## config.mk

```make
export PLATFORM = sky130hd
export DESIGN_NAME = fifo_n
export DESIGN_NICKNAME = d
export VERILOG_FILES = /design/src/rtl/fifo_n.sv
export SDC_FILE = /design/constraint.sdc
export NUM_CORES = 1
export LEC_CHECK = 0
export ABC_AREA = 1
export BUFFER_PORTS_ARGS = -buffer_cell sky130_fd_sc_hd__buf_2
export CAP_MARGIN = 20
export CORE_MARGIN = 2
export CORE_UTILIZATION = 55
export CTS_CLUSTER_SIZE = 14
export DETAILED_ROUTE_END_ITERATION = 8
export PLACE_DENSITY = 0.87
export SETUP_SLACK_MARGIN = 0.5
export SYNTH_ARGS = -nofsm -noshare
export SYNTH_HDL_FRONTEND = slang
export SYNTH_SLANG_ARGS = --single-unit
```

## constraint.sdc

```tcl
create_clock -name CLK -period 2.9 [get_ports CLK]
set_clock_uncertainty 0.05 [all_clocks]
set_input_delay 0.29 -clock CLK [delete_from_list [all_inputs] [get_ports CLK]]
set_output_delay 0.29 -clock CLK [all_outputs]
set_load 0.03 [all_outputs]
```

## src/rtl/fifo_n.sv

```systemverilog
// fifo_n: WIDTH x DEPTH circular-buffer queue with guarded enq/deq/first methods and occupancy count.
// Latency: one cycle enq-to-first (no bypass); first is a combinational read of the head slot.
// Backpressure: in_enq__RDY low when full, out_deq__RDY/out_first__RDY low when empty.
// Optional: define FIFO_N_PIPELINE_EN to accept an enq while full when a deq happens in the same cycle.
module fifo_n #(
  parameter int WIDTH = 32,
  parameter int DEPTH = 4,
  localparam int CNTW = $clog2(DEPTH + 1)
) (
  input  logic             CLK,
  input  logic             RST,
  input  logic             in_enq__ENA,
  input  logic [WIDTH-1:0] in_enq_v,
  output logic             in_enq__RDY,
  input  logic             out_deq__ENA,
  output logic             out_deq__RDY,
  output logic [WIDTH-1:0] out_first,
  output logic             out_first__RDY,
  output logic [CNTW-1:0]  count
);

  // Pointer width; DEPTH >= 2 so this is at least one bit.
  localparam int PW = (DEPTH > 1) ? $clog2(DEPTH) : 1;
  localparam logic [PW-1:0]   LAST_IDX = PW'(DEPTH - 1);
  localparam logic [CNTW-1:0] FULL_CNT = CNTW'(DEPTH);

  logic [WIDTH-1:0] mem [DEPTH];
  logic [PW-1:0]    rp;
  logic [PW-1:0]    wp;
  logic [CNTW-1:0]  cnt;
  logic             not_full;
  logic             not_empty;
  logic             enq_fire;
  logic             deq_fire;

  // Pointers wrap explicitly so non-power-of-two depths work.
  function automatic logic [PW-1:0] ptr_next(input logic [PW-1:0] p);
    return (p == LAST_IDX) ? '0 : p + 1'b1;
  endfunction

  // Full/empty come from the count alone; pointer equality is ambiguous.
  assign not_full  = (cnt != FULL_CNT);
  assign not_empty = (cnt != '0);

`ifdef FIFO_N_PIPELINE_EN
  // A deq this cycle frees the head slot, so a full queue may still accept.
  assign in_enq__RDY = not_full | out_deq__ENA;
`else
  assign in_enq__RDY = not_full;
`endif
  assign out_deq__RDY   = not_empty;
  assign out_first__RDY = not_empty;
  assign out_first      = mem[rp];
  assign count          = cnt;

  assign enq_fire = in_enq__ENA & in_enq__RDY;
  assign deq_fire = out_deq__ENA & out_deq__RDY;

  // Pointer and occupancy update; simultaneous enq+deq leaves count unchanged.
  always_ff @(posedge CLK) begin
    if (RST) begin
      rp  <= '0;
      wp  <= '0;
      cnt <= '0;
    end else begin
      if (enq_fire) wp <= ptr_next(wp);
      if (deq_fire) rp <= ptr_next(rp);
      if (enq_fire && !deq_fire)
        cnt <= cnt + 1'b1;
      else if (deq_fire && !enq_fire)
        cnt <= cnt - 1'b1;
    end
  end

  // Storage write; contents are not reset, and writes are suppressed during reset.
  always_ff @(posedge CLK) begin
    if (!RST && enq_fire)
      mem[wp] <= in_enq_v;
  end

endmodule
```

# Word level (Yosys, flattened, before mapping)
# Memories as Yosys holds them, arrays and structs flattened. A register that Yosys moved wholly into a read port is not among the register bits.
# Index checks and enable logic that the tools add are counted.
# totals
latch_bits,0
ram_bits,128
out_inout_bits,38
elab_cells,29
in_bits,36
romBits,0
reg_bits,7
n_memories,1
# op_classes
mux,8
div_mod_pow,0
n_reduce_logical,8
n_addsub,4
shifts,0
n_lt_le_gt_ge,0
mul,0
n_eq_ne,3
n_bitwise,2
# mem_list
name,words,word_bits,read_ports,rd_ports_with_merged_regs,write_ports,line,text
mem,4,32,1,1,1,27,logic [WIDTH-1:0] mem [DEPTH];
# op_table
operator,n
two-way mux 2 bit,4
two-way mux 3 bit,2
"adder 2 x 1 -> 2 bit, second input constant",2
"equality test 2 bit, second input constant",2
"adder 3 x 1 -> 3 bit, second input constant",1
logical AND 1 bit,3
zero test 1 bit,3
"!= test 3 bit, second input constant",1
nonzero test 3 bit,1
"subtractor 3 x 1 -> 3 bit, second input constant",1
AND 1 bit,2
two-way mux 1 bit,2
nonzero test 2 bit,1

# Depth between registers and ports, before layout
# depth
depth_word,6
mapped_depth,13
mapped_depth_nobuf,13

# Worst setup path after synthesis
# No wires, ideal clock.
# synth_path
path_type,reg2reg
from,"register cnt[0], in the netlist count[0]"
to,"memory mem[3][0], enable pin"
setup_slack_ps,-69
t_arrival_ps,2498
stages_incl_launch_ff,7
synth_period_minus_slack_ps,2969
t_required_ps,2429
setup_ps,421
n_path_buf,0
cell_sequence,dfxtp_1 -> nor2_1 -> nand2_2 -> nand2_1 -> inv_1 -> nand2_2 -> nor2_1
# synth_between
elab_chain_cells,5
# synth_lines
item,line,text
from (decl),30,logic [CNTW-1:0] cnt;
from (signal assigned),69,cnt <= cnt + 1'b1;
from (signal assigned),71,cnt <= cnt - 1'b1;
!= test 3 bit,42,assign not_full = (cnt != FULL_CNT);
net in_enq__RDY,14,"output logic in_enq__RDY,"
AND 1 bit,56,assign enq_fire = in_enq__ENA & in_enq__RDY;
net enq_fire,33,logic enq_fire;
logical AND 1 bit,77,if (!RST && enq_fire)
two-way mux 1 bit,77,
two-way mux 1 bit (not written as such),78,mem[wp] <= in_enq_v;
to (decl),27,
# The timed path passes the listed nets, and every way through them passes these cells.

==> results.cfg <==
[floorplan]
vertical_extent_of_the_die_um = 102
initial_core_util = 0.570
design.die.area_um2 = 10400
number_of_ports_placed_on_the_die_boundary = 74
core.rowCount = 35
dieWidth_um = 102
core-area_um2 = 9280

[worst_setup_path]
worst_path_required_time_ns = 2.56
timing.critical_path.to = out_first[2]
end_of_the_worst_register_to_register_path = mem[1][28]
worst_setup_path_end_kind = output port
cp_max_fo = 64
crit_path_start_kind = flop
worst-r2r-cell-count = 7
critPathArrivalTime_ns = 1.98
setup.reg_to_reg.worst_slack_ns = 0.75
critPathKind = reg -> out
worst_r2r_startpoint = count[0]

[sta]
setup_viol_count_final = 0
final.min_clock_period_ns = 2.32
finalSetupTns_ns = 0
timing_worst_slew_pin_value_ns = 0.543
hold_violation_total_from_the_final_report = 0
worst_slew_margin_rel = 0.637
final-max-slew-violation-count = 0
layout_setup_ws_ns = 0.580
grt_setup_unrepaired = false
hold_slack_ns = 0.0656
finalCritPeriodShare = 0.800
fmax_mhz = 431

[place]
half_perimeter_wire_length_after_placement_um = 6350
dpl-instance-area_um2 = 5730
pre_cts_setup_slack_ns = 0.737
dpl.cell_count = 569
gp_congestion = 0.751
io_buffer_count = 73

[clock_tree]
cts_tree = built
h-tree-depth = 4
path_clk_slew_ns = 0.06
maximum_root_to_sink_buffer_count = 2
clkLatencyLatePin_ns = 0.51
cts_made_buffers = 17
clock_tree_root_buffer_cell = sky130_fd_sc_hd__clkbuf_8
cts_num_sinks = 137

[job]
maxCapViolCount = 0

[logic_synthesis]
netlist.top_cell.by_area = sky130_fd_sc_hd__edfxtp_1
synth.ff_latch_count = 137
synth.area.top_cells = sky130_fd_sc_hd__edfxtp_1 (73%), sky130_fd_sc_hd__nor2_1 (5.8%), sky130_fd_sc_hd__o22ai_1 (3.8%), sky130_fd_sc_hd__o21ai_0 (3.5%), sky130_fd_sc_hd__dfxtp_1 (3.4%)
yosysUniqueCellTypes = 22
ys_seq_area_frac = 0.761
post_synth_inst_count = 380
synth.net_count = 423
syn_area_um2 = 5290
synth_warnings = 0
syn_avg_cell_area_um2 = 13.9
synth_top_area_frac = 0.727

[grt]
grt_max_degree = 65
number_of_antenna_violations_at_the_first_check_in_global_routing = 0
grt_first_pass_wirelength_um = 17200
first_global_vias = 3500
grt_overflow = 0
groute.usage.overall = 0.225

[power_and_ir_drop]
power.static_leakage_nw = 2.45
powerDensity_nw_per_um2 = 971
vdd_drop_max_mv = 0.547
power_mw = 6.48

[layout]
n_antenna_cell = 0
syn2layout_area_growth_pct = 26.3
layout_cell_share_with_drive_strength_beyond_1 = 0.241
finish.cell_count_without_fillers = 636
finalNetCount = 537
final_cell_area_um2 = 6680
utilization = 0.719

[routing]
initialDrtViolationCount = 227
detailroute.via_count = 3472
routed_wirelength_um = 11000
detailedRoute.firstPassIterationCount = 4
post_drt_wl_per_cell_um = 17.3
routed_vias_inst = 5.46
drcViolationCount = 0
antenna_violating_nets_post_route = 0

[run_status]
outcome = finished clean

[worst_hold_path]
hold_class = in -> reg
routing by layer:
metal | track usage | wire [um]
met3 | 0.0677 | 631
met1 | 0.280 | 4550
met2 | 0.381 | 5800
met4 | 0.0759 | 53
met5 | 0 | 0
sequential cells by signal, indices dropped and copies added, names as in the netlist, named ones only:
name,flops
mem,128
wp,2
count,3
rp,2
layout by cell type (no fill, tap or decap), types with 3 or more instances in the layout:
cell	instances
sky130_fd_sc_hd__ha_1	6
sky130_fd_sc_hd__nor2_1	77
sky130_fd_sc_hd__buf_4	6
sky130_fd_sc_hd__o21ai_0	37
sky130_fd_sc_hd__o21ai_1	28
sky130_fd_sc_hd__buf_2	73
sky130_fd_sc_hd__clkbuf_16	16
sky130_fd_sc_hd__o22ai_1	32
sky130_fd_sc_hd__clkinvlp_4	3
sky130_fd_sc_hd__clkinv_4	5
sky130_fd_sc_hd__nand2_1	13
sky130_fd_sc_hd__dfxtp_1	8
sky130_fd_sc_hd__dlygate4sd3_1	34
sky130_fd_sc_hd__nor2_4	4
sky130_fd_sc_hd__inv_1	14
sky130_fd_sc_hd__inv_6	3
sky130_fd_sc_hd__edfxtp_1	128
where the power goes:
group	leakage (nW)	internal [mW]	switching, mW
logic	0.934	0.566	1.43
registers	1.24	2.32	0.101
clock network	0.277	1.24	0.827
total	2.45	4.13	2.36
how the worst min path moves through the flow:
stage,start,end,slack [ns],depth (start not counted)
6_report,out_deq__ENA,flop,0.07,3
5_1_grt,out_deq__ENA,flop,0.08,3
4_1_cts,out_deq__ENA,flop,0.05,3
3_5_place_dp,RST,count[0],0.42,2
3_3_place_gp,RST,count[0],0.42,2
2_1_floorplan,RST,count[0],0.31,1
kinds of logic (layout without fill, tap and decap cells):
kind of cell,Yosys count,in the layout,synth area share
buffers and inverters,36,163,0.0440
AND/OR/NAND/NOR,100,100,0.0741
XOR/XNOR,1,1,0.00166
adder cells (fa/ha/maj),7,7,0.0180
AO/OA/AOI/OAI,99,99,0.101
flip-flops,137,137,0.761
cell usage after synthesis:
master                     count
sky130_fd_sc_hd__a21oi_1       2
sky130_fd_sc_hd__buf_2         6
sky130_fd_sc_hd__buf_4         4
sky130_fd_sc_hd__buf_6         9
sky130_fd_sc_hd__clkbuf_1      1
sky130_fd_sc_hd__dfxtp_1       9
sky130_fd_sc_hd__edfxtp_1    128
sky130_fd_sc_hd__fa_1          1
sky130_fd_sc_hd__ha_1          6
sky130_fd_sc_hd__inv_1        14
sky130_fd_sc_hd__inv_2         1
sky130_fd_sc_hd__inv_8         1
sky130_fd_sc_hd__nand2_1      13
sky130_fd_sc_hd__nand2_2       2
sky130_fd_sc_hd__nand3_1       1
sky130_fd_sc_hd__nand3b_1      2
sky130_fd_sc_hd__nand4_1       1
sky130_fd_sc_hd__nor2_1       81
sky130_fd_sc_hd__o21ai_0      37
sky130_fd_sc_hd__o21ai_1      28
sky130_fd_sc_hd__o22ai_1      32
sky130_fd_sc_hd__xor2_1        1
critical path: stages (launching register included):
cell,delay [ns]
sky130_fd_sc_hd__dfxtp_4,0.44
sky130_fd_sc_hd__inv_8,0.30
sky130_fd_sc_hd__o21ai_1,0.11
sky130_fd_sc_hd__o22ai_1,0.29
sky130_fd_sc_hd__buf_2,0.27
area by class of cell:
cell class,count,area [um2]
Sequential cell,137,4030
Clock buffer,17,414
Multi-Input combinational cell,207,1060
Clock inverter,15,169
Tap cell,129,161
Fill cell,621,2610
Inverter,16,68.8
Timing Repair Buffer,115,777
what timing repair did:
item	4_1_cts	5_1_grt
resized for setup	1	2
endpoints found under the hold margin	130	0
cloned	0	0
buffers inserted	1	0
hold buffers	34	0
endpoints found under the setup margin	32	2
pin swaps	0	0
Power figures use the tool's default switching activity.
